[config.mk]
export PLATFORM = sky130hd
export DESIGN_NAME = ifetch
export DESIGN_NICKNAME = d
export VERILOG_FILES = /design/src/rtl/cpu_pkg.sv /design/src/rtl/npc_calc.sv /design/src/rtl/ifetch.sv
export SDC_FILE = /design/constraint.sdc
export NUM_CORES = 1
export LEC_CHECK = 0
export ABC_CLOCK_PERIOD_IN_PS = 8450
export BUFFER_PORTS_ARGS = -buffer_cell sky130_fd_sc_hd__buf_2
export CAP_MARGIN = 15
export CELL_PAD_IN_SITES_DETAIL_PLACEMENT = 1
export CELL_PAD_IN_SITES_GLOBAL_PLACEMENT = 2
export CORE_MARGIN = 3
export CORE_UTILIZATION = 30
export DETAILED_ROUTE_END_ITERATION = 8
export GPL_TIMING_DRIVEN = 0
export PLACE_DENSITY_LB_ADDON = 0.1
export SYNTH_ARGS = -nofsm -noshare
export SYNTH_HDL_FRONTEND = slang
export SYNTH_SLANG_ARGS = --single-unit
export TNS_END_PERCENT = 20
[constraint.sdc]
create_clock -name clk -period 8.45 [get_ports clk]
set_clock_uncertainty 0.1 [all_clocks]
set_input_delay 0.845 -clock clk [delete_from_list [all_inputs] [get_ports clk]]
set_output_delay 0.845 -clock clk [all_outputs]
set_load 0.1 [all_outputs]
[src/rtl/cpu_pkg.sv]
// Shared CPU definitions: opcode/funct constants, fetch FSM states and
// instruction-field helpers used by ifetch and by core decode.
package cpu_pkg;

  localparam logic [5:0] OP_RTYPE = 6'h00;
  localparam logic [5:0] OP_J     = 6'h02;
  localparam logic [5:0] OP_JAL   = 6'h03;
  localparam logic [5:0] OP_BEQ   = 6'h04;
  localparam logic [5:0] OP_BNE   = 6'h05;

  localparam logic [5:0] FUNCT_JR = 6'h08;

  typedef enum logic {
    FETCH = 1'b0,
    EXEC  = 1'b1
  } fetch_state_e;

  // Word-aligned, sign-extended branch displacement.
  function automatic logic [31:0] branch_offset(input logic [15:0] imm);
    return {{14{imm[15]}}, imm, 2'b00};
  endfunction

endpackage

[src/rtl/npc_calc.sv]
// Next-PC computation: branch, jump, jr and sequential targets from the
// instruction register and the core's zero flag / register port A.
module npc_calc
  import cpu_pkg::*;
(
  input  logic [31:0] ir,
  input  logic [31:0] pc,
  input  logic        is_zero,
  input  logic [31:0] da,
  output logic [31:0] next_pc,
  output logic [31:0] pc_plus4
);

  logic [5:0]  opcode;
  logic [5:0]  funct;
  logic [31:0] branch_target;
  logic [31:0] jump_target;
  logic [31:0] jr_target;
  logic        branch_taken;

  assign opcode        = ir[31:26];
  assign funct         = ir[5:0];
  assign pc_plus4      = pc + 32'd4;
  assign branch_target = pc_plus4 + branch_offset(ir[15:0]);
  assign jump_target   = {pc_plus4[31:28], ir[25:0], 2'b00};
  // jr silently drops the low two bits of the register value.
  assign jr_target     = da & ~32'h3;

  assign branch_taken = ((opcode == OP_BEQ) &&  is_zero) ||
                        ((opcode == OP_BNE) && !is_zero);

  always_comb begin
    if (branch_taken) begin
      next_pc = branch_target;
    end else if ((opcode == OP_J) || (opcode == OP_JAL)) begin
      next_pc = jump_target;
    end else if ((opcode == OP_RTYPE) && (funct == FUNCT_JR)) begin
      next_pc = jr_target;
    end else begin
      next_pc = pc_plus4;
    end
  end

endmodule

[src/rtl/ifetch.sv]
// Instruction fetch/sequencing stage: owns the PC, fetches over a
// valid/ready handshake and presents decoded fields to the core for one cycle.
module ifetch
  import cpu_pkg::*;
#(
  parameter logic [31:0] RESET_PC = 32'h0000_0000
) (
  input  logic        clk,
  input  logic        reset,
  input  logic        run,
  output logic        imem_req,
  output logic [31:0] imem_addr,
  input  logic        imem_ready,
  input  logic [31:0] imem_rdata,
  input  logic        is_zero,
  input  logic [31:0] Da,
  output logic        instr_valid,
  output logic [5:0]  opcode,
  output logic [5:0]  funct,
  output logic [4:0]  rs,
  output logic [4:0]  rt,
  output logic [4:0]  rd,
  output logic [15:0] immediate,
  output logic [31:0] new_PC,
  output logic [31:0] pc
);

  fetch_state_e state_q, state_d;
  logic [31:0]  pc_q;
  logic [31:0]  ir_q;
  logic [31:0]  next_pc;
  logic [31:0]  pc_plus4;
  logic         ir_load;
  logic         pc_load;

  npc_calc u_npc_calc (
    .ir       (ir_q),
    .pc       (pc_q),
    .is_zero  (is_zero),
    .da       (Da),
    .next_pc  (next_pc),
    .pc_plus4 (pc_plus4)
  );

  // NOTE: every output of this block gets a default first, so no path through
  // the case statement can leave a signal unassigned and infer a latch.
  always_comb begin
    state_d     = state_q;
    ir_load     = 1'b0;
    pc_load     = 1'b0;
    imem_req    = 1'b0;
    instr_valid = 1'b0;
    case (state_q)
      FETCH: begin
        imem_req = run && !reset;
        if (run && imem_ready) begin
          ir_load = 1'b1;
          state_d = EXEC;
        end
      end
      EXEC: begin
        // run is deliberately ignored here so a fetched instruction always retires.
        instr_valid = 1'b1;
        pc_load     = 1'b1;
        state_d     = FETCH;
      end
      default: state_d = FETCH;
    endcase
  end

  // NOTE: sequential state uses non-blocking assignments so every register
  // samples pre-edge values regardless of statement order.
  always_ff @(posedge clk or posedge reset) begin
    if (reset) begin
      state_q <= FETCH;
      pc_q    <= RESET_PC;
      ir_q    <= '0;
    end else begin
      state_q <= state_d;
      if (ir_load) ir_q <= imem_rdata;
      if (pc_load) pc_q <= next_pc;
    end
  end

  assign imem_addr = pc_q;
  assign pc        = pc_q;
  assign new_PC    = pc_plus4;
  assign opcode    = ir_q[31:26];
  assign rs        = ir_q[25:21];
  assign rt        = ir_q[20:16];
  assign rd        = ir_q[15:11];
  assign immediate = ir_q[15:0];
  assign funct     = ir_q[5:0];

endmodule

# ---- Yosys cells after proc, flatten, opt, wreduce, memory -nomap -nowiden
# Cells that the tools add are included.
dict set report op_classes {
  mux 8
  eq_ne 5
  bitwise_logic 1
  n_addsub 2
  reduce_logical 10
}
# cell count
set ops {}
lappend ops {{2-to-1 mux 32 bit} 3}
lappend ops {{adder 32 x 3 -> 32 bit, second input constant} 1}
lappend ops {{adder 32 bit} 1}
lappend ops {{equality test 6 x 2 -> 1 bit, second input constant} 2}
lappend ops {{equality test 6 x 3 -> 1 bit, second input constant} 2}
lappend ops {{equality test 6 x 4 -> 1 bit, second input constant} 1}
lappend ops {{zero test 6 bit} 1}
lappend ops {{logical AND 1 bit} 5}
lappend ops {{2-to-1 mux 1 bit} 4}
lappend ops {{zero test 1 bit} 2}
lappend ops {{logical OR 1 bit} 2}
lappend ops {{case mux 1 bit (2 select lines)} 1}
lappend ops {{inverter 1 bit} 1}
dict set report word_totals {
  output_inout_bits 141
  ff_bits 65
  word_cells 29
}

# ---- Depth between registers and ports, before layout
# Gate-level depths: netlist (run 1).
dict set report logic_depth {
  depth_word 5
  ltp_mapped 16
  ltp_nobuf 16
}

# ---- Cells and area by module
# A second synthesis (run 1) with hierarchy kept.
dict set report hier_totals {
  hier_cells 653
  area_unflattened_um2 6028.3
}
# module n_inst cells_each area_each_um2
set by_module_without_submodules {}
lappend by_module_without_submodules {npc_calc 1 470 3160.5}
lappend by_module_without_submodules {ifetch 1 183 2867.8}

# ---- Worst setup path after synthesis (run 1)
# No wires, ideal clock.
dict set report synth_timing {
  kind {register to register}
  startpoint {register pc_q[2] (netlist: imem_addr[2])}
  endpoint {register pc_q[27] (netlist: imem_addr[27])}
  required_ns 8.205
  n_path_buf 0
  path_stages_with_launch 16
  arrival_ns 5.660
  setup_slack_ns 2.545
  synth_period_minus_slack_ns 5.905
  cell_sequence {dfrtp_1 -> ha_1 -> inv_1 -> nor3_1 -> and2_1 -> nand3_1 -> xnor2_1 -> ha_1 -> nand2_1 -> o21ai_0 -> o221a_2 -> a21o_1 -> o31a_1 -> a211o_1 -> o22ai_1 -> a211oi_1}
}
dict set report synth_via {
  elab_cells_between_ends 5
  classes_between {2 x add/sub; 3 x mux}
}
# item line
set synth_lines {}
lappend synth_lines {{from (decl)} ifetch.sv:29} ;# logic [31:0] pc_q;
lappend synth_lines {{from (signal assigned)} ifetch.sv:81} ;# if (pc_load) pc_q <= next_pc;
lappend synth_lines {{adder 32 x 3 -> 32 bit} npc_calc.sv:23} ;# assign pc_plus4 = pc + 32'd4;
lappend synth_lines {{via new_PC[18]} ifetch.sv:24} ;# output logic [31:0] new_PC,
lappend synth_lines {{adder 32 bit} npc_calc.sv:24} ;# assign branch_target = pc_plus4 + branch_offset(ir[15:0]);
lappend synth_lines {{2-to-1 mux 32 bit} npc_calc.sv:33} ;# if (branch_taken) begin
# The timed path passes the listed nets, and every way through them passes these cells.
# A chain may end at the register's enable or synchronous reset.

# ---- Final worst setup path (run 1)
dict set report layout_timing {
  startpoint {register pc_q[2] (netlist: imem_addr[2])}
  endpoint {register pc_q[25] (netlist: imem_addr[25])}
}
dict set report layout_via {
  elab_chain_len 4
  elab_cells_between_ends 5
  classes_between {2 x add/sub; 3 x mux}
}
# item line
set layout_lines {}
lappend layout_lines {{adder 32 x 3 -> 32 bit (*)} npc_calc.sv:23}
lappend layout_lines {{branches (longest 2 deep; another with adder 32 bit)} -}
lappend layout_lines {{2-to-1 mux 32 bit (*)} npc_calc.sv:33}
# Mark *: on every way between the ends.

==> results of run 1 <==
[synth_stat cells (4+ instances only)]
master | n | area [um^2]
nand2_1 | 153 | 574
a21oi_1 | 67 | 335
dfrtp_1 | 63 | 1580
buf_4 | 49 | 368
ha_1 | 36 | 450
xnor2_1 | 34 | 298
nor2_1 | 33 | 124
nand3_1 | 25 | 125
a22oi_1 | 20 | 150
clkbuf_1 | 19 | 71.3
a21o_1 | 18 | 135
o21ai_0 | 18 | 90.1
xor2_1 | 18 | 158
and3_1 | 15 | 93.8
a211oi_1 | 11 | 82.6
inv_1 | 11 | 41.3
nand4_1 | 9 | 56.3
nor3_1 | 9 | 45.0
a22o_1 | 7 | 61.3
buf_2 | 7 | 35.0
and2_1 | 6 | 37.5
o21a_1 | 6 | 45.0
o211ai_1 | 5 | 37.5
mux2_2 | 4 | 45.0
nor3b_1 | 4 | 30.0
o21bai_1 | 4 | 30.0
o22ai_1 | 4 | 25.0
[cell type report]
| class | instances | area share |
|---|---|---|
| repair buffers | 201 | 0.136 |
| flip-flops and latches | 63 | 0.213 |
| plain buffers | 77 | 0.0650 |
| well taps | 234 | 0.0395 |
| multi-input cells | 579 | 0.497 |
| clock buffers | 9 | 0.0304 |
| inverters | 11 | 0.00591 |
| clock inverters | 7 | 0.0140 |
[kinds of logic after synthesis]
group                    Yosys count  share of synthesized area
XOR/XNOR                          53                     0.0831
buffers and inverters             88                     0.0907
other                              1                   0.000650
AO/OA/AOI/OAI                    198                      0.234
AND/OR/NAND/NOR                  278                      0.224
adder cells (fa/ha/maj)           37                     0.0816
multiplexers                       7                     0.0130
flip-flops                        63                      0.273
[worst min-delay path, stage by stage (launching register included)]
cell and delay [ns]:
dfrtp_1 0.37, nand2_1 0.06, nand2_1 0.06
[per-stage QoR]
| step | std cells | hold slack [ns] | area [um^2] | utilization | setup slack (ns) |
|---|---|---|---|---|---|
| detailed placement | 1165 | 0.411 | 7090 | 0.378 | 3.53 |
| global route | 1181 | 0.464 | 7410 | 0.395 | 3.15 |
| CTS | 1181 | 0.426 | 7410 | 0.395 | 3.50 |
| finish | 1181 | 0.420 | 7410 | 0.395 | 3.47 |
| floorplan | 730 | 0.850 | 5780 | - | 2.55 |
| global placement | 1165 | 0.396 | 7080 | 0.377 | 3.55 |
[worst paths after layout]
kind | endpoint | slack [ns]
worst min register to register | ir_q[25] | 0.42
worst max register to register | imem_addr[25] | 3.47
min in group asynchronous | ir_q[24] | 0.58
max in group asynchronous | imem_addr[13] | 7.09
worst min-delay path | ir_q[25] | 0.42
worst max-delay path | imem_addr[25] | 3.47
[layer usage]
| layer | share of wire | global-route usage | up-vias |
|---|---|---|---|
| met5 | 0.00087 | 0 | - |
| met1 | 0.50 | 0.337 | 3033 |
| li1 | - | - | 2983 |
| met2 | 0.44 | 0.349 | 192 |
| met3 | 0.053 | 0.0407 | 24 |
| met4 | 0.011 | 0.0486 | 4 |
[sequential cells by signal (all words and copies together) (netlist names)]
signal,count
imem_addr,30
ir_q,32
state_q,1
==> flow_metrics.env, run 1 <==
export IMPL_postSynthCellCount=725
export IMPL_path_depth=15
export IMPL_ctsResizeCount=0
export IMPL_r2r_start="imem_addr[2]"
export IMPL_synth_edf_count=0
export IMPL_yosysSeqAreaShare=0.273
export IMPL_worst_pin_slew_ns=1.07
export IMPL_slowest_delay_ns=0.85
export IMPL_hp_start="ir_q[25]"
export IMPL_finalHoldViolations=0
export IMPL_wl_per_cell_um=20.3
export IMPL_hold_buffers=0
export IMPL_r2r_cells=15
export IMPL_cp_required_ns=8.56
export IMPL_cts_max_level=3
export IMPL_syn_area_per_cell_um2=7.95
export IMPL_root_buffer="clkbuf_16"
export IMPL_path_class="flip-flop to flip-flop"
export IMPL_critPathLaunch="imem_addr[2]"
export IMPL_cts_made_buffers=9
export IMPL_grt_pass1_vias=6351
export IMPL_core_area_um2=18800
export IMPL_grt_first_pass_wirelength_mm=36.6
export IMPL_final_cell_mix="buf_2 (208), nand2_1 (153), a21oi_1 (67)"
export IMPL_row_count=50
export IMPL_synthToLayoutAreaGrowth_pct=28.6
export IMPL_worst_path_buf_inv=1
export IMPL_multi_input_area_um2=3680
export IMPL_num_vias=6236
export IMPL_fin_crit_sh=0.589
export IMPL_final_max_slew_violation_count=0
export IMPL_synth_seq_cells=63
export IMPL_drtIter0Drc=309
export IMPL_ant_nets=0
export IMPL_cp_max_fo=9
export IMPL_nets=1048
export IMPL_antenna_cells=0
export IMPL_drv_cap=0
export IMPL_overflow=0
export IMPL_crit_slowest_cell="nor3_1"
export IMPL_end_kind="flip-flop"
export IMPL_fin_crit_ns=4.98
export IMPL_n_fill_cell=2371
export IMPL_die_w_um=145
export IMPL_drt_total_wl_mm=24.0
export IMPL_slew_headroom=0.287
export IMPL_yosysWarnings=0
export IMPL_async_flop_share=1.00
export IMPL_critPathLaunchType="flip-flop"
export IMPL_io_pin_count=210
export IMPL_layout_commonest_cell="buf_2"
export IMPL_antenna_found_initial=2
export IMPL_critPathTopFamily="simple AND/OR/NAND/NOR gates"
export IMPL_synth_area_um2=5770
export IMPL_start_util=0.307
export IMPL_track_usage=0.229
export IMPL_place_port_buffers=201
export IMPL_gp_congestion=0.878
export IMPL_drive_gt1_frac=0.308
export IMPL_dieArea_um2=20900
export IMPL_firstDrtPassIters=5
export IMPL_crit_chain="ha_1, inv_1, nor3_1, and2_1, nand3_1, xnor2_1, ha_1, nand2_1, o21ai_0, o221a_2, a21o_1, o31a_1, a21oi_1, xor2_1, o21ai_0"
export IMPL_cts_sinks=63
export IMPL_seqCellArea_um2=1580
export IMPL_setup_tns_ns=0
export IMPL_status="finished clean"
export IMPL_grt_max_degree=65
export IMPL_post_route_drc_count=0
export IMPL_post_cts_buffers=0
export IMPL_clk_pin_slew_ns=0.06
export IMPL_clk_latency_ns=0.35
export IMPL_cts_tree="built"
export IMPL_die_h_um=145
export IMPL_viasPerCell=5.28
export IMPL_hp_class="flip-flop to flip-flop"
export IMPL_ys_flop_type="dfrtp_1"
export IMPL_fmax_mhz=201
export IMPL_clk_path_buf_depth=2
export IMPL_holdPathStages=2
export IMPL_setup_viol=0
export IMPL_rsz0062_at_grt="no"
export IMPL_cp_arrival_ns=5.09
export IMPL_synth_cell_types=72
export IMPL_hpwlAfterDp_mm=18.9
Power of run 1 is left out: the tool's default activity adds up to more than one toggle a clock period on the data nets, which glitch-free logic cannot reach.
==> inputs of run 2 (changes only) <==
--- a/config.mk
+++ b/config.mk
@@ -5,13 +5,13 @@
 export SDC_FILE = /design/constraint.sdc
 export NUM_CORES = 1
 export LEC_CHECK = 0
-export ABC_CLOCK_PERIOD_IN_PS = 8450
+export ABC_CLOCK_PERIOD_IN_PS = 5060
 export BUFFER_PORTS_ARGS = -buffer_cell sky130_fd_sc_hd__buf_2
 export CAP_MARGIN = 15
 export CELL_PAD_IN_SITES_DETAIL_PLACEMENT = 1
 export CELL_PAD_IN_SITES_GLOBAL_PLACEMENT = 2
 export CORE_MARGIN = 3
-export CORE_UTILIZATION = 30
+export CORE_UTILIZATION = 28
 export DETAILED_ROUTE_END_ITERATION = 8
 export GPL_TIMING_DRIVEN = 0
 export PLACE_DENSITY_LB_ADDON = 0.1
==> constraint.sdc (replaced) <==
create_clock -name clk -period 5.06 [get_ports clk]
set_clock_uncertainty 0.1 [all_clocks]
set_input_delay 0.506 -clock clk [delete_from_list [all_inputs] [get_ports clk]]
set_output_delay 0.506 -clock clk [all_outputs]
set_load 0.1 [all_outputs]
==> run 2 against run 1 <==
  * Flip-flop and latch count stayed put
  * Die area is 6.8% higher
  * Clock-buffer cell count stayed put
  * Via count is 0.95% lower
  * Critical path depth is 1 lower
  * Critical path type unchanged
==> flow_metrics.env, run 2 (synthesis results as in run 1) <==
export IMPL_hpwlAfterDp_mm=19.1
export IMPL_n_fill_cell=2483
export IMPL_viasPerCell=5.09
export IMPL_fin_util=0.387
export IMPL_ant_nets=0
export IMPL_rsz0062_at_grt="no"
export IMPL_largest_register_ffs=32
export IMPL_core_area_um2=19800
export IMPL_slowest_delay_ns=0.65
export IMPL_setup_tns_ns=0
export IMPL_die_w_um=149
export IMPL_end_kind="flip-flop"
export IMPL_clk_path_buf_depth=2
export IMPL_synthToLayoutAreaGrowth_pct=33.2
export IMPL_post_route_drc_count=0
export IMPL_fmax_mhz=216
export IMPL_critPathTopFamily="simple AND/OR/NAND/NOR gates"
export IMPL_grt_pass1_vias=6456
export IMPL_io_pin_count=210
export IMPL_gp_congestion=0.832
export IMPL_post_cts_buffers=0
export IMPL_drive_gt1_frac=0.337
export IMPL_critPathLaunchType="flip-flop"
export IMPL_firstDrtPassIters=5
export IMPL_fin_crit_ns=4.63
export IMPL_track_usage=0.218
export IMPL_num_vias=6177
export IMPL_place_port_buffers=201
export IMPL_cp_required_ns=5.17
export IMPL_final_max_slew_violation_count=0
export IMPL_wl_per_cell_um=20.2
export IMPL_drv_cap=0
export IMPL_die_h_um=149
export IMPL_crit_chain="nand4_1, nor3_2, and2_1, nand2_1, xnor2_2, ha_1, a21oi_1, nand2_1, o221a_2, a21o_1, o31a_1, a21oi_1, xor2_1, o21ai_0"
export IMPL_start_util=0.291
export IMPL_drt_total_wl_mm=24.5
export IMPL_cts_made_buffers=9
export IMPL_clk_pin_slew_ns=0.06
export IMPL_status="finished clean"
export IMPL_slew_headroom=0.283
export IMPL_clk_latency_ns=0.35
export IMPL_hp_class="primary input to asynchronous set/reset pin"
export IMPL_worst_pin_slew_ns=1.08
export IMPL_path_class="flip-flop to flip-flop"
export IMPL_crit_slowest_cell="nor3_2"
export IMPL_grt_max_degree=65
export IMPL_row_count=51
export IMPL_finalHoldViolations=0
export IMPL_seqCellArea_um2=1580
export IMPL_cp_arrival_ns=4.74
export IMPL_cts_max_level=3
export IMPL_fin_crit_sh=0.915
export IMPL_overflow=0
export IMPL_final_cell_mix="buf_2 (208), nand2_1 (153), a21oi_1 (67)"
export IMPL_antenna_found_initial=2
export IMPL_cts_sinks=63
export IMPL_top_register="ir_q"
export IMPL_root_buffer="clkbuf_16"
export IMPL_cts_tree="built"
export IMPL_grt_first_pass_wirelength_mm=37.8
export IMPL_multi_input_area_um2=3960
export IMPL_place_ws_ns=0.0845
export IMPL_drtIter0Drc=362
export IMPL_cp_max_fo=8
export IMPL_layout_commonest_cell="buf_2"
export IMPL_nets=1048
export IMPL_dieArea_um2=22300
export IMPL_fin_ws_ns=0.428
export IMPL_worst_path_buf_inv=0
export IMPL_setup_viol=0
[run 2: cell count changes in the layout (fill, tap and decap cells not counted), sizes merged]
cell      delta
bufinv       -2
clkinv       +2
clkinvlp     +1
diode        +1
inv          -1
[run 2: path summary, 6_finish.rpt]
check                      cells after the start  slack, ns             to            from
max                                           14       0.43  imem_addr[25]    imem_addr[4]
min                                            2       0.22       ir_q[28]           reset
max reg2reg                                   14       0.43  imem_addr[25]    imem_addr[4]
min reg2reg                                    2       0.42       ir_q[21]        ir_q[21]
max in group asynchronous                      2       4.03       ir_q[12]           reset
min in group clk                               3       0.25       ir_q[28]  imem_rdata[28]
[run 2: through the flow]
stage	cell area, um^2	std cells	hold slack (ns)
floorplan	6050	730	0.511
detailed placement	7390	1196	0.401
global route	7680	1212	0.250
finish	7680	1213	0.222
global placement	7380	1196	0.390
CTS	7670	1212	0.242
[run 2: worst reg2reg max path, cell delays in order, from the launching register on]
cell     delay [ns]
dfrtp_1        0.57
nand4_1        0.27
nor3_2         0.65
and2_1         0.39
nand2_1        0.24
xnor2_2        0.21
ha_1           0.32
a21oi_1        0.23
nand2_1        0.07
o221a_2        0.23
a21o_1         0.20
o31a_1         0.31
a21oi_1        0.27
xor2_1         0.32
o21ai_0        0.13
[run 2: what timing repair did]
item,CTS,global route
endpoints found under the setup margin,0,9
resized for setup,0,2
hold buffers,0,0
[run 2: final cells by class]
type / instances / share of cell area
flip-flops and latches: 63 / 0.205
well taps: 265 / 0.0432
plain buffers: 77 / 0.0627
repair buffers: 201 / 0.131
diodes: 1 / 0.000326
clock inverters: 7 / 0.00733
inverters: 11 / 0.00570
multi-input cells: 579 / 0.515
clock buffers: 9 / 0.0293
[run 2: routing by layer]
metal | GRT usage | part of all wire | up-vias
li1 | - | - | 2968
met1 | 0.301 | 0.47 | 3033
met2 | 0.364 | 0.47 | 156
met3 | 0.0382 | 0.046 | 16
met4 | 0.0343 | 0.0070 | 4
met5 | 0 | 0.00086 | -
Power of run 2 is left out for the same reason.
==> inputs of run 3 (changes only) <==
--- a/config.mk
+++ b/config.mk
@@ -5,17 +5,19 @@
 export SDC_FILE = /design/constraint.sdc
 export NUM_CORES = 1
 export LEC_CHECK = 0
+export ABC_AREA = 1
 export ABC_CLOCK_PERIOD_IN_PS = 5060
 export BUFFER_PORTS_ARGS = -buffer_cell sky130_fd_sc_hd__buf_2
 export CAP_MARGIN = 15
 export CELL_PAD_IN_SITES_DETAIL_PLACEMENT = 1
 export CELL_PAD_IN_SITES_GLOBAL_PLACEMENT = 2
 export CORE_MARGIN = 3
-export CORE_UTILIZATION = 28
+export CORE_UTILIZATION = 27
 export DETAILED_ROUTE_END_ITERATION = 8
 export GPL_TIMING_DRIVEN = 0
 export PLACE_DENSITY_LB_ADDON = 0.1
 export SYNTH_ARGS = -nofsm -noshare
 export SYNTH_HDL_FRONTEND = slang
+export SYNTH_HIERARCHICAL = 1
 export SYNTH_SLANG_ARGS = --single-unit
 export TNS_END_PERCENT = 20
==> run 3 against run 2 <==
  * Global-route usage is 0.61 points higher
  * Worst setup slack improved by 0.76 ns
  * Flip-flop and latch count grew 2
  * Clock-buffer cell count did not move
  * Sequential share of layout area is 2.3 points lower
  * Non-clock buffer count rose by 6
  * Area after synthesis grew 23%
  * Largest cell class unchanged
==> flow_metrics.env, run 3 <==
export IMPL_synth_area_um2=7100
export IMPL_ys_flop_type="dfrtp_1"
export IMPL_drt_total_wl_mm=31.8
export IMPL_crit_top_cell="nand2_1"
export IMPL_async_flop_share=1.00
export IMPL_p_leak_nw=5.36
export IMPL_setup_viol=0
export IMPL_finalHoldViolations=0
export IMPL_grt_first_pass_wirelength_mm=49.0
export IMPL_final_area_um2=8920
export IMPL_cts_tree="built"
export IMPL_r2r_cells=19
export IMPL_p_comb_frac=0.734
export IMPL_fin_crit_ns=3.88
export IMPL_internal_power_mw=1.94
export IMPL_ant_nets=0
export IMPL_dpl_cell_count=1683
export IMPL_status="finished clean"
export IMPL_path_class="flip-flop to flip-flop"
export IMPL_clk_latency_ns=0.33
export IMPL_yosysWarnings=6
export IMPL_overflow=0
export IMPL_hp_class="primary input to asynchronous set/reset pin"
export IMPL_grt_pass1_vias=8256
export IMPL_drtIter0Drc=339
export IMPL_post_synth_top_area_cell="nand2_1"
export IMPL_rsz0062_at_grt="no"
export IMPL_fin_util=0.349
export IMPL_die_h_um=168
export IMPL_drive_gt1_frac=0.260
export IMPL_instances_no_fill=1699
export IMPL_r2r_start="imem_addr[2]"
export IMPL_cts_sinks=65
export IMPL_setup_tns_ns=0
export IMPL_synth_commonest_cells="nand2_1 (478), inv_1 (130), nor2_1 (84)"
export IMPL_synth_area_leaders="nand2_1 (25%), dfrtp_1 (23%), inv_1 (6.9%), ha_1 (6.3%), buf_4 (4.9%)"
export IMPL_row_count=58
export IMPL_place_ws_ns=1.20
export IMPL_end_kind="flip-flop"
export IMPL_cp_arrival_ns=3.99
export IMPL_fmax_mhz=258
export IMPL_layout_commonest_cell="nand2_1"
export IMPL_seqPwrFrac=0.153
export IMPL_reg2reg_slack_ns=1.18
export IMPL_worst_pin_slew_ns=1.05
export IMPL_synth_seq_cells=65
export IMPL_start_util=0.278
export IMPL_slew_headroom=0.300
export IMPL_root_buffer="clkbuf_16"
export IMPL_ir_worst_vdd_v=0.000417
export IMPL_clk_pin_slew_ns=0.06
export IMPL_antenna_found_initial=5
export IMPL_critPathLaunchType="flip-flop"
export IMPL_fin_crit_sh=0.766
export IMPL_clk_path_buf_depth=2
export IMPL_syn_num_nets=1253
export IMPL_p_sw_mw=4.06
export IMPL_cp_endpoint="imem_addr[31]"
export IMPL_final_max_slew_violation_count=0
export IMPL_postSynthCellCount=1147
export IMPL_syn_area_per_cell_um2=6.19
export IMPL_crit_chain="ha_1, nand2_2, nor2_4, nand2_4, nor2_4, xor2_1, ha_1, a21oi_1, nand2_1, nand2_1, nand2_1, nand2_1, nand2_1, a21oi_1, nand2_1, nand3_1, nand2_1, nand2_1, nand2_1"
export IMPL_die_w_um=168
export IMPL_antenna_cells=0
export IMPL_yosysSeqAreaShare=0.229
export IMPL_core_area_um2=25500
export IMPL_r2r_end="imem_addr[31]"
export IMPL_viasPerCell=4.65
export IMPL_crit_slowest_cell="xor2_1"
export IMPL_synth_edf_count=0
export IMPL_num_vias=7908
export IMPL_slowest_delay_ns=0.50
export IMPL_synth_cell_types=47
export IMPL_placed_area_um2=8600
export IMPL_critPathTopFamily="simple AND/OR/NAND/NOR gates"
export IMPL_cp_required_ns=5.17
export IMPL_grt_max_degree=51
export IMPL_io_pin_count=210
export IMPL_place_port_buffers=205
export IMPL_post_route_drc_count=0
export IMPL_drv_cap=0
export IMPL_cts_made_buffers=9
export IMPL_switching_share=0.677
export IMPL_hpwlAfterDp_mm=26.7
export IMPL_synthToLayoutAreaGrowth_pct=25.6
export IMPL_synth_top_area_share=0.253
export IMPL_hold_buffers=0
export IMPL_track_usage=0.224
export IMPL_critPathLaunch="imem_addr[2]"
export IMPL_finalPower_mw=6.00
export IMPL_dieArea_um2=28300
export IMPL_powerDensity_nw_per_um2=673
export IMPL_nets=1470
export IMPL_hold_ws_ns=0.0280
export IMPL_ctsResizeCount=0
export IMPL_cp_max_fo=6
export IMPL_path_depth=19
export IMPL_firstDrtPassIters=5
export IMPL_yosysMostFrequentCell="nand2_1"
export IMPL_wl_per_cell_um=18.7
export IMPL_gp_congestion=0.842
export IMPL_cts_max_level=3
export IMPL_final_cell_mix="nand2_1 (478), buf_2 (227), inv_1 (129)"
export IMPL_post_cts_buffers=0
export IMPL_worst_path_buf_inv=0
export IMPL_pwr_share_clk=0.113
export IMPL_fin_ws_ns=1.18
run 3: routing by layer:
layer  GRT usage  share of wire  vias to the layer above
met5           0         0.0018                        -
met4      0.0274         0.0065                       10
met3      0.0340          0.043                       22
met2       0.377           0.47                      163
met1       0.313           0.48                     3719
li1            -              -                     3994
run 3: cells by family (layout without fill, tap and decap cells):
group | count (synthesis) | count (layout) | synth area share
adder cells (fa/ha/maj) | 37 | 37 | 0.0663
XOR/XNOR | 31 | 31 | 0.0435
buffers and inverters | 215 | 437 | 0.155
flip-flops | 65 | 65 | 0.229
AND/OR/NAND/NOR | 712 | 712 | 0.436
AO/OA/AOI/OAI | 87 | 87 | 0.0701
run 3: cell type report:
class                           count  area, um^2
Clock inverter                      7        95.1
Clock buffer                        9         225
Sequential cell                    65        1630
Timing Repair Buffer              206        1050
Tap cell                          330         413
Fill cell                        3425       16600
Buffer                             78         577
Inverter                          137         528
Multi-Input combinational cell    867        4400
run 3: worst min-delay path by stage:
| stage | cells past startpoint | slack (ns) | from | to |
|---|---|---|---|---|
| after CTS | 2 | 0.02 | reset | ir_q[30] |
| final | 2 | 0.03 | reset | ir_q[23] |
| after global placement | 2 | 0.38 | ir_q[17] | ir_q[17] |
| after detailed placement | 2 | 0.37 | reset | ir_q[23] |
| after floorplan | 2 | 0.56 | imem_rdata[24] | ir_q[24] |
| after global routing | 2 | 0.03 | reset | ir_q[30] |
run 3: power groups by stage:
stage	combinational (mW)	sequential (mW)	clock [mW]
after floorplan	2.72	1.71	0
after global placement	4.38	0.927	0
after detailed placement	4.42	0.926	0
after CTS	4.43	0.919	0.699
after global routing	4.69	0.949	0.716
final	4.40	0.916	0.680
Note: power is estimated with default switching activity, not from simulation.
